===== src/rtl/koa_mult_share_ctrl.sv =====
// Shares one pipelined Karatsuba multiplier between two requesters: round-robin issue,
// fixed-latency tag pipe, and credit-protected per-requester result FIFOs.
module koa_mult_share_ctrl #(
  parameter int unsigned SW         = 24,
  parameter int unsigned MUL_LAT    = 1,
  parameter int unsigned FIFO_DEPTH = 4
) (
  input  logic            clk,
  input  logic            rst_n,
  input  logic            req0_valid_i,
  output logic            req0_ready_o,
  input  logic [SW-1:0]   req0_a_i,
  input  logic [SW-1:0]   req0_b_i,
  output logic            res0_valid_o,
  input  logic            res0_ready_i,
  output logic [2*SW-1:0] res0_p_o,
  input  logic            req1_valid_i,
  output logic            req1_ready_o,
  input  logic [SW-1:0]   req1_a_i,
  input  logic [SW-1:0]   req1_b_i,
  output logic            res1_valid_o,
  input  logic            res1_ready_i,
  output logic [2*SW-1:0] res1_p_o,
  output logic [SW-1:0]   mul_a_o,
  output logic [SW-1:0]   mul_b_o,
  input  logic [2*SW-1:0] mul_p_i,
  output logic            busy_o
);

  localparam int unsigned PW = 2 * SW;
  localparam int unsigned AW = $clog2(FIFO_DEPTH);
  localparam int unsigned CW = $clog2(FIFO_DEPTH + 1);

  logic [1:0]       req_valid;
  logic [1:0]       res_ready;
  logic [1:0]       elig;
  logic [1:0]       grant;
  logic [1:0]       push;
  logic [1:0]       pop;
  logic [1:0]       res_valid;
  logic [PW-1:0]    res_p [2];
  logic             rr_ptr;
  logic             issue;
  logic             gid;
  logic [MUL_LAT:0] tag_v;
  logic [MUL_LAT:0] tag_id;

  assign req_valid = {req1_valid_i, req0_valid_i};
  assign res_ready = {res1_ready_i, res0_ready_i};

  // Round-robin: with both eligible, the requester not named by rr_ptr wins
  always_comb begin
    grant = 2'b00;
    if (elig == 2'b11) begin
      grant = rr_ptr ? 2'b01 : 2'b10;
    end else begin
      grant = elig;
    end
  end

  assign issue        = |grant;
  assign gid          = grant[1];
  assign req0_ready_o = grant[0];
  assign req1_ready_o = grant[1];

  // Operand registers, tag pipe and arbitration pointer
  always_ff @(posedge clk) begin
    if (!rst_n) begin
      mul_a_o <= '0;
      mul_b_o <= '0;
      tag_v   <= '0;
      tag_id  <= '0;
      rr_ptr  <= 1'b1;
    end else begin
      tag_v  <= {tag_v[MUL_LAT-1:0], issue};
      tag_id <= {tag_id[MUL_LAT-1:0], gid};
      if (issue) begin
        mul_a_o <= gid ? req1_a_i : req0_a_i;
        mul_b_o <= gid ? req1_b_i : req0_b_i;
        rr_ptr  <= gid;
      end
    end
  end

  for (genvar g = 0; g < 2; g++) begin : g_res
    logic [PW-1:0] mem [FIFO_DEPTH];
    logic [AW:0]   wr_ptr;
    logic [AW:0]   rd_ptr;
    logic [CW-1:0] cnt;
    logic          empty;
    logic          full;

    assign empty        = (wr_ptr == rd_ptr);
    assign full         = (wr_ptr[AW] != rd_ptr[AW]) && (wr_ptr[AW-1:0] == rd_ptr[AW-1:0]);
    assign elig[g]      = rst_n && req_valid[g] && (cnt < CW'(FIFO_DEPTH));
    assign push[g]      = tag_v[MUL_LAT] && (tag_id[MUL_LAT] == 1'(g));
    assign pop[g]       = !empty && res_ready[g];
    assign res_valid[g] = !empty;
    assign res_p[g]     = mem[rd_ptr[AW-1:0]];

    // Credits count FIFO occupancy plus in-flight ops, so a push always finds room
    always_ff @(posedge clk) begin
      if (!rst_n) begin
        wr_ptr <= '0;
        rd_ptr <= '0;
        cnt    <= '0;
      end else begin
        assert (!(push[g] && full && !pop[g]));
        if (push[g]) wr_ptr <= wr_ptr + (AW+1)'(1);
        if (pop[g])  rd_ptr <= rd_ptr + (AW+1)'(1);
        case ({grant[g], pop[g]})
          2'b10:   cnt <= cnt + CW'(1);
          2'b01:   cnt <= cnt - CW'(1);
          default: cnt <= cnt;
        endcase
      end
    end

    always_ff @(posedge clk) begin
      if (push[g]) mem[wr_ptr[AW-1:0]] <= mul_p_i;
    end
  end

  assign res0_valid_o = res_valid[0];
  assign res1_valid_o = res_valid[1];
  assign res0_p_o     = res_p[0];
  assign res1_p_o     = res_p[1];
  assign busy_o       = (|tag_v) || (|res_valid);

endmodule


===== config.mk =====
export PLATFORM = sky130hd
export DESIGN_NAME = koa_mult_share_ctrl
export DESIGN_NICKNAME = d
export VERILOG_FILES = /design/src/rtl/koa_mult_share_ctrl.sv
export SDC_FILE = /design/constraint.sdc
export NUM_CORES = 1
export LEC_CHECK = 0
export CAP_MARGIN = 20
export CORE_MARGIN = 2
export CORE_UTILIZATION = 57
export CTS_CLUSTER_SIZE = 14
export DETAILED_ROUTE_END_ITERATION = 6
export HOLD_SLACK_MARGIN = 0.15
export PLACE_DENSITY = 0.85
export SETUP_SLACK_MARGIN = 0.02
export SLEW_MARGIN = 20
export SYNTH_ARGS = -nofsm -noshare
export SYNTH_HDL_FRONTEND = slang
export SYNTH_SLANG_ARGS = --single-unit

===== constraint.sdc =====
create_clock -name clk -period 4.6 [get_ports clk]
set_input_delay 0.46 -clock clk [delete_from_list [all_inputs] [get_ports clk]]
set_output_delay 0.46 -clock clk [all_outputs]
set_load 0.05 [all_outputs]

## Word-level counts from Yosys, hierarchy flattened

Memories as Yosys holds them, arrays and structs flattened. A register that Yosys moved wholly into a read port is not among the register bits.
Index checks and enable logic that the tools add are counted.

- Memories: 2
- Flip-flop bits (word level): 71
- Output and inout bits: 149
- Bits in writable memories: 384
- Bits of input ports: 150

- $add $sub $neg: 8
- Equality and inequality tests: 7
- Magnitude comparators: 2
- Reduce and logical (&&, ||, !) cells: 16
- Multiplexer cells: 14
- Bitwise gates (word level): 1

Memory list:

| name | depth | width | read ports | clocked after memory_dff | write ports | RTL line | source |
|---|---|---|---|---|---|---|---|
| g_res[0].mem | 4 | 48 | 1 | 1 | 1 | 86 | `logic [PW-1:0] mem [FIFO_DEPTH];` |
| g_res[1].mem | 4 | 48 | 1 | 1 | 1 | 86 |  |

Operators by type and width:

| operator | count |
|---|---|
| 24-bit 2-to-1 mux | 2 |
| 3-bit by 1-bit adder with 3-bit output (second input constant) | 6 |
| 2-bit 2-to-1 mux | 6 |
| 3-bit case mux with 2 select lines | 2 |
| 1-bit logical AND | 8 |
| 2-bit equality test (second input constant) | 3 |
| 3-bit equality test | 2 |
| 3-bit < comparator (second input constant) | 2 |
| 2-bit OR reduction | 3 |
| 3-bit by 1-bit subtractor with 3-bit output (second input constant) | 2 |
| 2-bit by 1-bit equality test with 1-bit output (second input constant) | 2 |
| 1-bit 2-to-1 mux | 4 |
| 2-bit nonzero test | 2 |
| 1-bit zero test | 2 |
| 1-bit logical OR | 1 |
| 1-bit inverter | 1 |

## Logic depth before layout (Yosys ltp)

Gate-level depths: netlist of run 1.

- Depth in word-level cells: 6
- Gate-level depth with buffers: 11
- Mapped depth without buffers: 9

## Least setup slack after synthesis of run 1

Ideal clock, no wire load.

- Path kind: register to output
- From: register g_res[0].wr_ptr[0]
- To: output busy_o
- Arrival: 1992 ps
- Path slack: 2148 ps
- Cell stages (with the launch flop): 4
- Path buffers: 0
- Cell sequence: dfxtp_1 xnor2_1 nand3_1 or4_1

- Longest elaborated chain between the ends: 4

Ends and longest elaborated chain:

| what | RTL line | source |
|---|---|---|
| from (decl) | 87 | `logic [AW:0] wr_ptr;` |
| from (signal assigned) | 109 | `if (push[g]) wr_ptr <= wr_ptr + (AW+1)'(1);` |
| 3-bit equality test | 93 | `assign empty = (wr_ptr == rd_ptr);` |
| 1-bit zero test | 98 | `assign res_valid[g] = !empty;` |
| via res0_valid_o | 14 | `output logic res0_valid_o,` |
| 2-bit OR reduction | 128 | `assign busy_o = (\|tag_v) \|\| (\|res_valid);` |
| 1-bit logical OR | 128 |  |
| to (decl) | 27 | `output logic busy_o` |

The timed path passes the listed nets, and every way through them passes these cells.

==> flow_metrics.py, run 1 <==
metrics = {
    "power": {
        "total_power_mw": 10.81,
        "clkPwrFrac": 0.330,
        "p_leak_nw": 7.621,
        "p_comb_frac": 0.228,
        "switchingPower_mw": 3.151,
        "ir_drop_uv": 243.9,
        "seq_power_share": 0.442,
        "p_int_mw": 7.660,
        "p_sw_frac": 0.2915,
        "power_density_nw_per_um2": 477.5,
    },
    "synthesis": {
        "yosysSeqAreaShare": 0.7319,
        "synth_nets": 1097,
        "synth-xor-area-share": 0.009978,
        "synth_compound_area_frac": 0.04947,
        "synth-main-ff-cell": "edfxtp_1",
        "synth.cell_area_sq_um": 17810,
        "yosysWarningCount": 0,
        "syn_avg_cell_area_sq_um": 19.08,
        "synth_top_family_by_area": "multiplexers",
        "synth.ff_latch_count": 459,
        "synthSimpleGateAreaFrac": 0.03745,
        "synth_fa_ha_area_frac": 0.01068,
        "async_flop_share": 0,
        "synth.area.mux_share": 0.1220,
        "syn_inst": 933,
        "synth-edff-count": 384,
        "synth.distinct_cells": 44,
    },
    "worst_setup_path": {
        "rr_endpoint": "g_res[1].cnt[2]$_SDFFE_PN0P_",
        "slowest_stage": "clkdlybuf4s50_1",
        "cp.required_ns": 4.14,
        "cp_slowest_stage_delay_ns": 0.73,
        "reg2reg_slack_ns": 1.78,
        "cp_cell_sequence": "buf_4, mux4_2, clkdlybuf4s50_1",
        "r2r_cells": 9,
        "end_kind": "output pin",
        "r2r_start": "g_res[0].cnt[2]$_SDFFE_PN0P_",
        "worstPathArrival_ns": 2.97,
        "path_max_fanout": 25,
        "critPathCapture": "res1_p_o[32]",
        "critPathKind": "reg2out",
        "startpoint_type": "flip-flop",
    },
    "clock_tree": {
        "cts_buffers": 44,
        "cts_tree": "done",
        "cts_resized": 0,
        "clk_latency_ns": 0.54,
        "htreeDepth": 2,
        "hold_buffers": 0,
        "root_buffer": "clkbuf_16",
        "clkTransAtPathRegs_ns": 0.06,
        "cts.path.max_buffers": 3,
        "postCtsSetupBuffers": 0,
        "cts.sinks": 459,
    },
    "sta": {
        "maxClockFrequency_ghz": 0.2914,
        "slew_viol_final": 0,
        "worst_pin_slew_ns": 1.085,
        "period_share": 0.7460,
        "finalCriticalPeriod_ns": 3.432,
        "timing.hold.ws_ns": 0.4180,
        "fin_setup_tns_ns": 0,
        "relSlewSlack": 0.2769,
        "final_hold_viol_count": 0,
        "rsz0062_at_grt": "false",
        "fin_worst_skew_ns": 0.01562,
        "setup_viol": 0,
        "fin_ws_ns": 1.168,
    },
    "place": {
        "place_hpwl_mm": 25.10,
        "preCtsSetupSlack_ns": 1.098,
        "portBuffers": 298,
        "gp_congestion": 0.7706,
        "dpl_cell_area_sq_um": 21200,
    },
    "floorplan": {
        "io_pins": 299,
        "die_w_um": 180.7,
        "fp-row-count": 64,
        "die_area_sq_um": 32670,
        "fp.dieH_um": 180.7,
        "start_util": 0.5806,
        "core_sq_um": 30670,
    },
    "finish": {
        "final_area_sq_um": 22640,
        "finalNetCount": 1411,
        "mostFrequentLayoutCell": "edfxtp_1",
        "drive_gt1_frac": 0.1952,
        "mostFrequentLayoutCells": "384 x edfxtp_1, 297 x clkdlybuf4s50_1, 111 x inv_1",
        "fillers": 1798,
        "area_delta_synth_final_pct": 27.16,
    },
    "drt": {
        "wl_per_cell_um": 24.75,
        "drt_iter0_markers": 786,
        "routed-via-count": 9853,
        "ant_nets": 0,
        "post-route-drc-count": 0,
        "first_pass_iters": 4,
        "routed_via_density": 5.872,
        "wl_mm": 41.53,
    },
    "global_routing": {
        "grt_pass1_vias": 10620,
        "grt_pass1_wl_mm": 63.11,
        "grt_max_degree": 61,
        "antenna_found_initial": 1,
        "gr-total-overflow": 0,
        "grt_usage": 0.2557,
    },
    "job": {
        "drv_cap": 0,
    },
    "run_status": {
        "status": "finished clean",
    },
    "hold_path": {
        "hp-class": "in2reg",
    },
}
==> power groups by stage <==
stage	sequential, mW	combinational (mW)	clock [mW]
final	4.78	2.46	3.57
after detailed placement	4.95	2.37	0
after global placement	4.94	2.34	0
after CTS	4.86	2.39	3.62
after global routing	4.80	2.56	3.78
after floorplan	4.96	1.53	0
==> routing by layer <==
metal / track usage / routed length [um]
met1: 0.3188 / 15280
met2: 0.4411 / 21470
met3: 0.06390 / 3524
met4: 0.08419 / 1254
met5: 0 / 0
==> logic make-up (layout without fill, tap and decap cells) <==
family	after synthesis	after routing
buf+inv	163	511
simple gates	110	110
mux	97	97
xor+xnor	16	16
fa+ha+maj	14	14
compound gates	74	74
flops	459	459
other cells	0	1
==> cells in the mapped netlist, types with 3 or more instances <==
master | instances | share of area
edfxtp_1 | 384 | 0.65
inv_1 | 112 | 0.024
mux4_2 | 96 | 0.12
dfxtp_1 | 75 | 0.084
nand4_1 | 51 | 0.018
o221ai_2 | 47 | 0.040
clkbuf_1 | 20 | 0.0042
buf_2 | 17 | 0.0048
nor2_1 | 14 | 0.0030
a21oi_1 | 12 | 0.0034
ha_1 | 12 | 0.0084
and2_1 | 8 | 0.0028
nand2_1 | 7 | 0.0015
buf_1 | 6 | 0.0013
buf_6 | 6 | 0.0038
nand3_1 | 6 | 0.0017
xnor2_1 | 6 | 0.0030
xor2_1 | 5 | 0.0025
and3_1 | 4 | 0.0014
o211ai_1 | 4 | 0.0017
or3_1 | 4 | 0.0014
nand2b_1 | 3 | 0.0011
nand3b_1 | 3 | 0.0013
o21ai_0 | 3 | 0.00084
xnor2_2 | 3 | 0.0027
==> worst min-delay path by stage <==
stage               slack (ns)                               to  cells after the start            startpoint
finish                    0.42     g_res[1].cnt[2]$_SDFFE_PN0P_                      4                 rst_n
global route              0.44  g_res[1].wr_ptr[1]$_SDFFE_PN0P_                      4                 rst_n
CTS                       0.41     g_res[1].cnt[2]$_SDFFE_PN0P_                      4                 rst_n
detailed placement        0.43             tag_id[1]$_SDFF_PN0_                      1  tag_id[0]$_SDFF_PN0_
global placement          0.42             tag_id[1]$_SDFF_PN0_                      1  tag_id[0]$_SDFF_PN0_
floorplan                 0.41             tag_id[1]$_SDFF_PN0_                      1  tag_id[0]$_SDFF_PN0_
==> metrics by stage <==
stage / instances / utilization
2_1_floorplan: 933 / -
3_3_place_gp: 1596 / 0.6912
3_5_place_dp: 1596 / 0.6912
4_1_cts: 1676 / 0.7371
5_1_grt: 1677 / 0.7382
6_report: 1678 / 0.7383
==> state kept, by name, summed over array words and instances (netlist names), named ones only <==
| register | cells |
|---|---|
| g_res.cnt | 6 |
| g_res.mem | 384 |
| g_res.rd_ptr | 6 |
| g_res.wr_ptr | 6 |
| mul_a_o | 24 |
| mul_b_o | 24 |
| rr_ptr | 1 |
| tag_id | 2 |
| tag_v | 2 |
==> layout make-up <==
| cell class | instances | area [sq um] | share of cell area |
|---|---|---|---|
| well taps | 396 | 495.5 | 0.02188 |
| diodes | 1 | 2.502 | 0.0001105 |
| repair buffers | 319 | 3156 | 0.1394 |
| inverters | 112 | 420.4 | 0.01857 |
| flip-flops and latches | 459 | 13040 | 0.5760 |
| multi-input cells | 311 | 4118 | 0.1819 |
| clock inverters | 27 | 272.8 | 0.01205 |
| clock buffers | 53 | 1135 | 0.05012 |
==> critical path: cells and delay by family (launching register included) <==
kind	cells	cell delay, ns
buffers and inverters	2	1.14
flip-flops	1	0.69
multiplexers	1	0.58
No activity file was read; power rests on OpenSTA's default activity.
==> run 2, diff against run 1 <==
--- a/config.mk
+++ b/config.mk
@@ -7,11 +7,11 @@
 export LEC_CHECK = 0
 export CAP_MARGIN = 20
 export CORE_MARGIN = 2
-export CORE_UTILIZATION = 57
+export CORE_UTILIZATION = 48
 export CTS_CLUSTER_SIZE = 14
 export DETAILED_ROUTE_END_ITERATION = 6
 export HOLD_SLACK_MARGIN = 0.15
-export PLACE_DENSITY = 0.85
+export PLACE_DENSITY = 0.76
 export SETUP_SLACK_MARGIN = 0.02
 export SLEW_MARGIN = 20
 export SYNTH_ARGS = -nofsm -noshare
==> constraint.sdc (replaced) <==
create_clock -name clk -period 2.77 [get_ports clk]
set_input_delay 0.277 -clock clk [delete_from_list [all_inputs] [get_ports clk]]
set_output_delay 0.277 -clock clk [all_outputs]
set_load 0.05 [all_outputs]
==> run 2 against run 1 <==
- sequential share of layout area decreased by 0.83 points
- combinational power increased by 65%
- clock power increased by 72%
- register-to-register slack got worse by 1.5 ns
- via count decreased by 1.0%
- non-clock buffer count increased by 5
- global-route usage decreased by 4.8 points
- hold slack got worse by 0.11 ns
- worst setup slack got worse by 1.1 ns
- clock skew decreased by 0.0037 ns
- count of clock-buffer cells in the layout increased by 3
- critical path type unchanged
==> flow_metrics.py, run 2 (synthesis results as in run 1) <==
metrics = {
    "finish": {
        "mostFrequentLayoutCell": "edfxtp_1",
        "drive_gt1_frac": 0.2033,
        "largest_reg_flops": 384,
        "fillers": 2599,
        "final_area_sq_um": 22970,
        "mostFrequentLayoutCells": "384 x edfxtp_1, 209 x clkdlybuf4s50_1, 111 x inv_1",
        "multi_input_area_sq_um": 4126,
        "ff_latch_area_sq_um": 13040,
        "area_delta_synth_final_pct": 29.02,
        "finalNetCount": 1418,
        "n_antenna_cell": 0,
    },
    "clock_tree": {
        "cts.path.max_buffers": 3,
        "cts_tree": "done",
        "htreeDepth": 2,
        "clk_latency_ns": 0.55,
        "root_buffer": "clkbuf_16",
        "clkTransAtPathRegs_ns": 0.06,
        "cts.sinks": 459,
        "cts_buffers": 46,
    },
    "place": {
        "dpl_cell_area_sq_um": 21510,
        "portBuffers": 298,
        "place_hpwl_mm": 24.39,
        "gp_congestion": 0.7591,
    },
    "global_routing": {
        "grt_pass1_vias": 10350,
        "grt_pass1_wl_mm": 60.63,
        "grt_max_degree": 51,
        "gr-total-overflow": 0,
        "grt_usage": 0.2081,
        "antenna_found_initial": 0,
    },
    "sta": {
        "timing.hold.ws_ns": 0.3064,
        "worst_pin_slew_ns": 0.6102,
        "finalCriticalPeriod_ns": 2.662,
        "fin_setup_tns_ns": 0,
        "period_share": 0.9611,
        "fin_worst_skew_ns": 0.01192,
        "maxClockFrequency_ghz": 0.3756,
        "final_hold_viol_count": 0,
        "rsz0062_at_grt": "true",
        "relSlewSlack": 0.5925,
        "slew_viol_final": 0,
        "setup_viol": 0,
    },
    "drt": {
        "first_pass_iters": 7,
        "routed_via_density": 5.551,
        "post-route-drc-count": 0,
        "routed-via-count": 9753,
        "wl_per_cell_um": 22.56,
        "ant_nets": 0,
        "drt_iter0_markers": 658,
        "wl_mm": 39.65,
    },
    "worst_setup_path": {
        "cp_slowest_stage_delay_ns": 0.72,
        "critPathBufInv": 2,
        "path_max_fanout": 18,
        "crit_family": "buffers and inverters",
        "critPathKind": "reg2out",
        "cp_cell_sequence": "buf_12, mux4_2, clkdlybuf4s50_1",
        "slowest_stage": "clkdlybuf4s50_1",
        "end_kind": "output pin",
        "worstPathArrival_ns": 2.39,
        "startpoint_type": "flip-flop",
        "reg2reg_slack_ns": 0.29,
        "cp.required_ns": 2.49,
    },
    "power": {
        "switchingPower_mw": 5.173,
        "p_comb_frac": 0.225,
        "ir_drop_uv": 496.2,
        "p_sw_frac": 0.2863,
        "p_leak_nw": 7.941,
        "total_power_mw": 18.07,
        "seq_power_share": 0.435,
        "power_density_nw_per_um2": 786.4,
        "clkPwrFrac": 0.340,
        "p_int_mw": 12.89,
    },
    "floorplan": {
        "fp-row-count": 70,
        "fp.dieH_um": 196.6,
        "start_util": 0.4864,
        "core_sq_um": 36610,
        "die_w_um": 196.6,
        "die_area_sq_um": 38650,
        "io_pins": 299,
    },
    "hold_path": {
        "hp-class": "in2reg",
    },
    "run_status": {
        "status": "finished clean",
    },
    "job": {
        "drv_cap": 0,
    },
}
-- run 2: layout make-up --
cell class,count,area share
Inverter,112,0.01830
Tap cell,468,0.02549
Timing Repair Buffer,324,0.1435
Multi-Input combinational cell,311,0.1796
Clock inverter,27,0.01084
Clock buffer,56,0.05452
Sequential cell,459,0.5677
-- run 2: power by group through the flow --
stage                     Combinational [mW]  Clock (mW)  Sequential, mW
after global routing                    4.28        6.54            7.87
after global placement                  4.24           0            7.98
final                                   4.07        6.15            7.85
after floorplan                         2.54           0            8.23
after CTS                               4.12        6.29            7.85
after detailed placement                4.27           0            7.99
-- run 2: final timing paths --
kind / start / endpoint / cells after the start
max: flip-flop / res0_p_o[35] / 3
min: req0_a_i[9] / mul_a_o[9]$_SDFFE_PN0P_ / 3
min reg2reg: tag_id[0]$_SDFF_PN0_ / tag_id[1]$_SDFF_PN0_ / 1
max reg2reg: g_res[0].wr_ptr[0]$_SDFFE_PN0P_ / g_res[0].cnt[2]$_SDFFE_PN0P_ / 9
-- run 2: layer usage --
layer | vias to the layer above | GRT usage | part of all wire
met1 | 4993 | 0.2652 | 0.40
met2 | 357 | 0.3559 | 0.50
met5 | - | 0 | 0
li1 | 4349 | - | -
met3 | 54 | 0.05168 | 0.073
met4 | 0 | 0.06182 | 0.024
-- run 2: worst register-to-register path, stage by stage (launching register included) --
cell,delay (ns)
dfxtp_1,0.51
xor2_2,0.27
nor2_1,0.12
a21oi_1,0.19
ha_1,0.23
inv_1,0.07
fa_1,0.38
xor2_1,0.16
or3_1,0.31
a21oi_1,0.17
-- run 2: what timing repair did --
action,4_1_cts,5_1_grt
buffers inserted,0,0
setup endpoints to repair,73,11
pin swaps,0,1
hold endpoints to repair,3,0
gates resized for setup,73,12
hold buffers,1,0
-- run 2: per-stage QoR --
stage	worst slack, ns	cells	util
after detailed placement	0.2009	1673	0.5876
final	0.1078	1757	0.6275
after global placement	0.2771	1673	0.5876
after CTS	0.02332	1757	0.6264
after floorplan	0.3376	933	-
after global routing	0.01194	1757	0.6275
